==> config.mk <==
export PLATFORM = sky130hd
export DESIGN_NAME = leaf_cluster_bridge
export DESIGN_NICKNAME = d
export VERILOG_FILES = /design/src/rtl/leaf_cluster_bridge.sv
export SDC_FILE = /design/constraint.sdc
export NUM_CORES = 2
export LEC_CHECK = 0
export ABC_CLOCK_PERIOD_IN_PS = 6300
export CAP_MARGIN = 20
export CORE_ASPECT_RATIO = 0.6
export CORE_MARGIN = 2
export CORE_UTILIZATION = 40
export CTS_CLUSTER_SIZE = 20
export DETAILED_ROUTE_END_ITERATION = 7
export GPL_TIMING_DRIVEN = 0
export SYNTH_ARGS = -nofsm -noshare
export SYNTH_HDL_FRONTEND = slang
export SYNTH_SLANG_ARGS = --single-unit
==> constraint.sdc <==
create_clock -name clk -period 6.3 [get_ports clk]
set_input_delay 1.26 -clock clk [delete_from_list [all_inputs] [get_ports clk]]
set_output_delay 1.26 -clock clk [all_outputs]
set_load 0.05 [all_outputs]
==> src/rtl/leaf_cluster_bridge.sv <==
// rtl/leaf_cluster_bridge.sv - N-channel bridge between BFT leaf ports and leaf operators
// Per channel: inbound FIFO with resend-on-overflow, outbound one-packet replay, run-control FSM.
module leaf_cluster_bridge #(
  parameter int NUM_LEAF   = 4,
  parameter int PKT_W      = 49,
  parameter int FIFO_DEPTH = 8,
  parameter int CNT_W      = 16
) (
  input  logic                      clk,
  input  logic                      reset_n,
  input  logic [NUM_LEAF-1:0]       ap_start,
  input  logic [NUM_LEAF*PKT_W-1:0] din_leaf_bft2interface,
  output logic [NUM_LEAF-1:0]       resend_to_bft,
  output logic [NUM_LEAF*PKT_W-1:0] dout_leaf_interface2bft,
  input  logic [NUM_LEAF-1:0]       resend_from_bft,
  output logic [NUM_LEAF*PKT_W-1:0] leaf_in_pkt,
  input  logic [NUM_LEAF-1:0]       leaf_in_ready,
  input  logic [NUM_LEAF*PKT_W-1:0] leaf_out_pkt,
  output logic [NUM_LEAF-1:0]       leaf_out_ready,
  output logic [NUM_LEAF*2-1:0]     run_state,
  output logic [NUM_LEAF*CNT_W-1:0] drop_cnt
);

  localparam int AW = (FIFO_DEPTH > 1) ? $clog2(FIFO_DEPTH) : 1;
  localparam int DW = PKT_W - 1;
  localparam logic [AW-1:0] PTR_ONE   = 1;
  localparam logic [AW:0]   CNT_ONE   = 1;
  localparam logic [AW:0]   DEPTH_CNT = (AW+1)'(FIFO_DEPTH);
  localparam logic [CNT_W-1:0] DROP_ONE = 1;

  typedef enum logic [1:0] {
    S_IDLE  = 2'd0,
    S_RUN   = 2'd1,
    S_FLUSH = 2'd2
  } run_t;

  typedef enum logic [1:0] {
    R_EMPTY   = 2'd0,
    R_PRESENT = 2'd1,
    R_VERIFY  = 2'd2
  } rep_t;

  for (genvar c = 0; c < NUM_LEAF; c++) begin : g_ch
    logic [PKT_W-1:0] din;
    logic [PKT_W-1:0] lout;
    logic [DW-1:0]    mem [FIFO_DEPTH];
    logic [AW-1:0]    wr_ptr;
    logic [AW-1:0]    rd_ptr;
    logic [AW:0]      count;
    logic [CNT_W-1:0] drops;
    logic             resend_q;
    run_t             state;
    rep_t             rep;
    logic [DW-1:0]    rep_data;

    logic empty, full, in_valid, pop, push_req, push_ok, drop;
    logic rep_done, out_ready, accept;

    assign din      = din_leaf_bft2interface[c*PKT_W +: PKT_W];
    assign lout     = leaf_out_pkt[c*PKT_W +: PKT_W];

    assign empty    = (count == '0);
    assign full     = (count == DEPTH_CNT);
    assign in_valid = (state != S_IDLE) && !empty;
    assign pop      = in_valid && leaf_in_ready[c];
    assign push_req = din[PKT_W-1];
    // A pop in the same cycle frees the slot, so a full FIFO still takes the push.
    assign push_ok  = push_req && (!full || pop);
    assign drop     = push_req && full && !pop;

    // The replay slot frees in the verify cycle when the BFT did not bounce it.
    assign rep_done  = (rep == R_VERIFY) && !resend_from_bft[c];
    assign out_ready = (state == S_RUN) && ((rep == R_EMPTY) || rep_done);
    assign accept    = out_ready && lout[PKT_W-1];

    assign leaf_in_pkt[c*PKT_W +: PKT_W]             = in_valid ? {1'b1, mem[rd_ptr]} : '0;
    assign dout_leaf_interface2bft[c*PKT_W +: PKT_W] = (rep == R_PRESENT) ? {1'b1, rep_data} : '0;
    assign leaf_out_ready[c]                         = out_ready;
    assign resend_to_bft[c]                          = resend_q;
    assign run_state[c*2 +: 2]                       = state;
    assign drop_cnt[c*CNT_W +: CNT_W]                = drops;

    always_ff @(posedge clk) begin
      if (push_ok) begin
        mem[wr_ptr] <= din[DW-1:0];
      end
    end

    always_ff @(posedge clk or negedge reset_n) begin
      if (!reset_n) begin
        wr_ptr   <= '0;
        rd_ptr   <= '0;
        count    <= '0;
        drops    <= '0;
        resend_q <= 1'b0;
      end else begin
        resend_q <= drop;
        if (push_ok) begin
          wr_ptr <= wr_ptr + PTR_ONE;
        end
        if (pop) begin
          rd_ptr <= rd_ptr + PTR_ONE;
        end
        case ({push_ok, pop})
          2'b10:   count <= count + CNT_ONE;
          2'b01:   count <= count - CNT_ONE;
          default: count <= count;
        endcase
        if (drop && (drops != '1)) begin
          drops <= drops + DROP_ONE;
        end
      end
    end

    always_ff @(posedge clk or negedge reset_n) begin
      if (!reset_n) begin
        rep      <= R_EMPTY;
        rep_data <= '0;
      end else begin
        case (rep)
          R_EMPTY: begin
            if (accept) begin
              rep_data <= lout[DW-1:0];
              rep      <= R_PRESENT;
            end
          end
          R_PRESENT: rep <= R_VERIFY;
          R_VERIFY: begin
            if (resend_from_bft[c]) begin
              rep <= R_PRESENT;
            end else if (accept) begin
              rep_data <= lout[DW-1:0];
              rep      <= R_PRESENT;
            end else begin
              rep <= R_EMPTY;
            end
          end
          default: rep <= R_EMPTY;
        endcase
      end
    end

    always_ff @(posedge clk or negedge reset_n) begin
      if (!reset_n) begin
        state <= S_IDLE;
      end else begin
        case (state)
          S_IDLE:  if (ap_start[c]) state <= S_RUN;
          S_RUN:   if (!ap_start[c]) state <= S_FLUSH;
          S_FLUSH: begin
            if (ap_start[c]) begin
              state <= S_RUN;
            end else if (empty && (rep == R_EMPTY)) begin
              state <= S_IDLE;
            end
          end
          default: state <= S_IDLE;
        endcase
      end
    end
  end

endmodule

### Yosys cells after proc, flatten, opt, wreduce, memory -nomap -nowiden

Memory sizes are Yosys's and may differ from the RTL's.
Cells that the tools add are included.

* $add $sub $neg: 20
* equality and inequality tests: 52
* reduce and logical (&&, ||, !) cells: 96
* muxes and demuxes: 68

Operators by type and width (number)
* 49-bit two-way mux: 8
* 48-bit two-way mux: 8
* 48-bit case mux with 2 select lines: 4
* 16-bit by 1-bit adder with 16-bit output (second input constant): 4
* 16-bit != test (second input constant): 4
* 2-bit case mux with 3 select lines: 8
* 1-bit logical AND: 40
* 2-bit two-way mux: 20
* 2-bit != test (second input constant): 16
* 4-bit case mux with 2 select lines: 4
* 3-bit by 1-bit adder with 3-bit output (second input constant): 8
* 2-bit by 1-bit == test with 1-bit output (second input constant): 12
* 2-bit == test (second input constant): 12
* 2-bit nonzero test: 12
* 4-bit by 1-bit adder with 4-bit output (second input constant): 4
* 4-bit == test (second input constant): 4
* 1-bit zero test: 16
* 2-bit zero test: 8
* 4-bit zero test: 4
* 1-bit two-way mux: 16
* 4-bit by 1-bit subtractor with 4-bit output (second input constant): 4
* 3-bit != test (second input constant): 4
* 3-bit AND reduction: 4
* 1-bit logical OR: 8
* 2-bit AND reduction: 4

* memories: 4
* input bits: 406
* register bits after elaboration: 316
* memory bits (writable): 1536

Memory list
* g_ch[0].mem: words 8, bits a word 48, read ports 1, clocked after Yosys merged registers in 0, wr ports 1, RTL line 46 `logic [DW-1:0] mem [FIFO_DEPTH];`
* g_ch[1].mem: words 8, bits a word 48, read ports 1, clocked after Yosys merged registers in 0, wr ports 1, RTL line 46
* g_ch[2].mem: words 8, bits a word 48, read ports 1, clocked after Yosys merged registers in 0, wr ports 1, RTL line 46
* g_ch[3].mem: words 8, bits a word 48, read ports 1, clocked after Yosys merged registers in 0, wr ports 1, RTL line 46

### Longest topological paths before layout

* depth in word-level cells: 8
* mapped depth: 10
* mapped depth without buffers: 8

### Worst setup path after synthesis

Ideal clock, no wire load.

* path type: input to register
* from: input din_leaf_bft2interface[48]
* to: memory g_ch[0].mem[0][0] (netlist name), enable pin
* setup time: 0.573 ns
* cell stages on the path: 3
* setup slack: -0.586 ns
* required time: 5.727 ns
* arrival time: 6.314 ns
* path buffers: 1
* cell sequence: clkbuf_1 -> nand2_1 -> nor4_1

* longest elaborated chain between the ends: 3

Ends and longest elaborated chain
* from (decl): RTL line 12 `input logic [NUM_LEAF*PKT_W-1:0] din_leaf_bft2interface,`
* 1-bit logical AND: RTL line 68 `assign push_ok = push_req && (!full || pop);`
* 1-bit two-way mux: RTL line 84 `if (push_ok) begin`
* 1-bit two-way mux (not written as such): RTL line 85 `mem[wr_ptr] <= din[DW-1:0];`
* to (decl): RTL line 46

No other way between the ends.

### Worst setup path after layout

* from: register g_ch[3].rd_ptr[1]
* to: output leaf_in_pkt[167]

* longest elaborated chain between the ends: 2

Ends and longest elaborated chain
* from (decl): RTL line 48 `logic [AW-1:0] rd_ptr;`
* from (signal assigned): RTL line 102 `rd_ptr <= rd_ptr + PTR_ONE;`
* memory 8 x 48 bit
* 49-bit two-way mux: RTL line 76 `assign leaf_in_pkt[c*PKT_W +: PKT_W] = in_valid ? {1'b1, mem[rd_ptr]} : '0;`
* to (decl): RTL line 16 `output logic [NUM_LEAF*PKT_W-1:0] leaf_in_pkt,`

No other way between the ends.

==> flow_summary.json <==
{
  "grt_first_pass_wirelength_mm": 286,
  "vias_per_cell": 5.27,
  "slew_headroom": 0.245,
  "globalplace.congestion": 0.903,
  "yosysTopAreaCell": "edfxtp_1",
  "clk_pin_slew_worst_paths_ns": 0.07,
  "layout_min_cycle_time_ns": 5.87,
  "cts_tree": "done",
  "r2r_end": "g_ch[3].mem[2][7]",
  "end_kind": "output pin",
  "post-place-ws_ns": 1.24,
  "avgSynthCellArea_um2": 19.9,
  "row_count": 121,
  "ys_seq_elements": 1852,
  "synth_ff_type": "edfxtp_1",
  "io_buffers": 876,
  "ys_async_sr_fraction": 0.171,
  "min_period_over_period": 0.932,
  "die_y_um": 334,
  "clkPwrFrac": 0.241,
  "syn-instance-count": 3659,
  "power.density_nw_per_um2": 459,
  "syn_nets": 4081,
  "worstReg2RegStart": "g_ch[3].state[1]",
  "grt_use_total": 0.213,
  "maxCapViolCount": 0,
  "syn_to_final_growth_pct": 26.6,
  "io_pins": 878,
  "antenna_found_initial": 44,
  "arrival_ns": 4.61,
  "dp_hpwl_mm": 145,
  "switching_share": 0.355,
  "drc": 0,
  "wire_per_inst_um": 27.1,
  "r2r_slack_ns": 3.07,
  "cp_max_fo": 10,
  "drive_above_1_share": 0.220,
  "finalHoldViolCount": 0,
  "core_area_um2": 181000,
  "cts_buffers": 179,
  "synth_top_area_frac": 0.635,
  "hold_class": "primary input to async pin",
  "die_x_um": 554,
  "dr_total_vias": 38992,
  "cts-root-buf": "clkbuf_16",
  "rsz0062_at_grt": "false",
  "fmax_ghz": 0.170,
  "outcome": "complete, no violations",
  "synth_area_um2": 72700,
  "grt_pass1_vias": 38628,
  "die_area_um2": 185000,
  "vdd_ir_drop_max_mv": 0.451,
  "grt-ovfl-total": 0,
  "start_util": 0.402,
  "setup_ws_ns": 0.426,
  "fin_skew_ns": 0.0563,
  "p_int_w": 0.0272,
  "yosysSeqAreaShare": 0.744,
  "grt_max_degree": 101,
  "cts.sinks": 1852,
  "finalWirelength_mm": 200,
  "synth.area.top_cells": "edfxtp_1 (63%), mux4_2 (12%), dfrtp_1 (11%)",
  "insertion_delay_ns": 0.83,
  "drtPass1Iterations": 5,
  "cts_resized": 0,
  "drtIter0Drc": 3738,
  "final_net_count": 5271,
  "p_switching_w": 0.0150,
  "htree_levels": 4,
  "power.share.sequential": 0.382,
  "final_cells": 7395,
  "hold-worst-slack_ns": 0.338,
  "crit_required_ns": 5.04,
  "leakagePower_nw": 31.6,
  "start_kind": "register",
  "r2r_cells": 7,
  "synth_cell_types": 61,
  "setup_viol": 0,
  "dp_cells": 7065,
  "combPwrFrac": 0.376,
  "postCtsHoldBufs": 0,
  "critPathKind": "register to output pin",
  "synth_edf_count": 1536,
  "slew_violations": 0,
  "ant_nets": 0,
  "cts.path.max_buffers": 4,
  "cts_setup_buffers": 0,
  "tightest_slew_ns": 1.13,
  "ys.warnings.count": 0
}
## final cells by class
class,count,area [um^2]
Fill cell,14705,88900
Sequential cell,1852,54000
Multi-Input combinational cell,1591,17900
Timing Repair Buffer,1009,10700
Clock buffer,222,4670
Tap cell,2398,3000
Buffer,197,901
Clock inverter,96,737
Inverter,19,71.3
Antenna cell,11,27.5
## synthesized netlist by cell type, types with 16 or more instances
cell / count
nor3_1: 25
and2_1: 194
clkbuf_1: 101
nand2_1: 54
mux2_2: 205
mux2i_1: 195
edfxtp_1: 1536
nand2b_1: 16
inv_1: 18
xnor2_1: 57
ha_1: 16
nand4_1: 25
nand3_1: 32
dfrtp_1: 316
buf_2: 72
nor2_1: 229
mux4_2: 384
xor2_1: 27
## sequential cells by signal, summed over array words and instances, names as in the netlist
| name | count |
|---|---|
| g_ch.rep_data | 192 |
| g_ch.wr_ptr | 12 |
| g_ch.drops | 64 |
| g_ch.count | 16 |
| g_ch.resend_q | 4 |
| g_ch.mem | 1536 |
| g_ch.state | 8 |
| g_ch.rd_ptr | 12 |
| g_ch.rep | 8 |
## layer usage
metal	track usage	vias to the layer above	part of all wire
met3	0.0486	289	0.072
met4	0.0426	32	0.020
met1	0.321	20664	0.46
met5	0	-	0.0010
li1	-	16866	-
met2	0.317	1141	0.45
## worst max-delay path by stage
stage                                       to  slack [ns]                       start
final                         leaf_in_pkt[167]        0.43           g_ch[3].rd_ptr[1]
after global routing          leaf_in_pkt[167]        0.23           g_ch[3].rd_ptr[1]
after CTS                     leaf_in_pkt[167]        0.33           g_ch[3].rd_ptr[1]
after detailed placement     leaf_out_ready[3]        1.24          resend_from_bft[3]
after global placement    g_ch[3].rep_data[25]      -11.96                     reset_n
after floorplan              g_ch[1].mem[1][0]        0.43  din_leaf_bft2interface[97]
## critical path, stage by stage, from the launching register on
cell,delay [ns]
dfrtp_1,0.35
clkbuf_1,0.41
buf_2,0.36
clkbuf_1,0.81
mux4_2,0.44
mux2i_1,0.50
nor2_1,0.14
clkdlybuf4s50_1,0.76
## stage by stage
| step | power [W] | setup TNS, ns | instance area, um^2 | util |
|---|---|---|---|---|
| 3_5_place_dp | 0.0325 | 0 | 86600 | 0.478 |
| 4_1_cts | 0.0427 | 0 | 92000 | 0.508 |
| 6_report | 0.0422 | 0 | 92000 | 0.509 |
| 5_1_grt | 0.0440 | 0 | 92000 | 0.508 |
| 3_3_place_gp | 0.0320 | -7285.49 | 84400 | 0.467 |
| 2_1_floorplan | 0.0264 | 0 | 72700 | - |
## kinds of logic (layout without fill, tap and decap cells)
logic type      Yosys count  count (layout)  share of synthesized area
buf+inv                 216            1543                     0.0134
compound gates           63              63                    0.00603
fa+ha+maj                16              16                    0.00276
simple gates            644             644                     0.0464
flops                  1852            1852                      0.744
other cells               0              11                          0
mux                     784             784                      0.178
xor+xnor                 84              84                     0.0101
## power by group through the flow
stage | sequential, W | clock (W) | combinational (W)
6_report | 0.0161 | 0.0102 | 0.0159
5_1_grt | 0.0163 | 0.0109 | 0.0168
4_1_cts | 0.0161 | 0.0104 | 0.0161
3_5_place_dp | 0.0164 | 0 | 0.0161
3_3_place_gp | 0.0166 | 0 | 0.0154
2_1_floorplan | 0.0163 | 0 | 0.0101
## layout by cell type, fill, tap and decap left out, types with 18 or more instances in the layout
cell / instances
mux2_2: 205
clkbuf_16: 179
buf_6: 81
buf_12: 23
dfrtp_1: 316
clkinv_1: 45
buf_8: 18
mux4_2: 384
clkinv_2: 28
xnor2_1: 57
mux2i_1: 195
clkbuf_1: 141
nand4_1: 25
inv_1: 18
nand2_1: 54
nand3_1: 32
xor2_1: 27
buf_2: 72
and2_1: 194
edfxtp_1: 1536
clkdlybuf4s50_1: 875
nor2_1: 214
buf_4: 19
No activity file was read; power rests on OpenSTA's default activity.
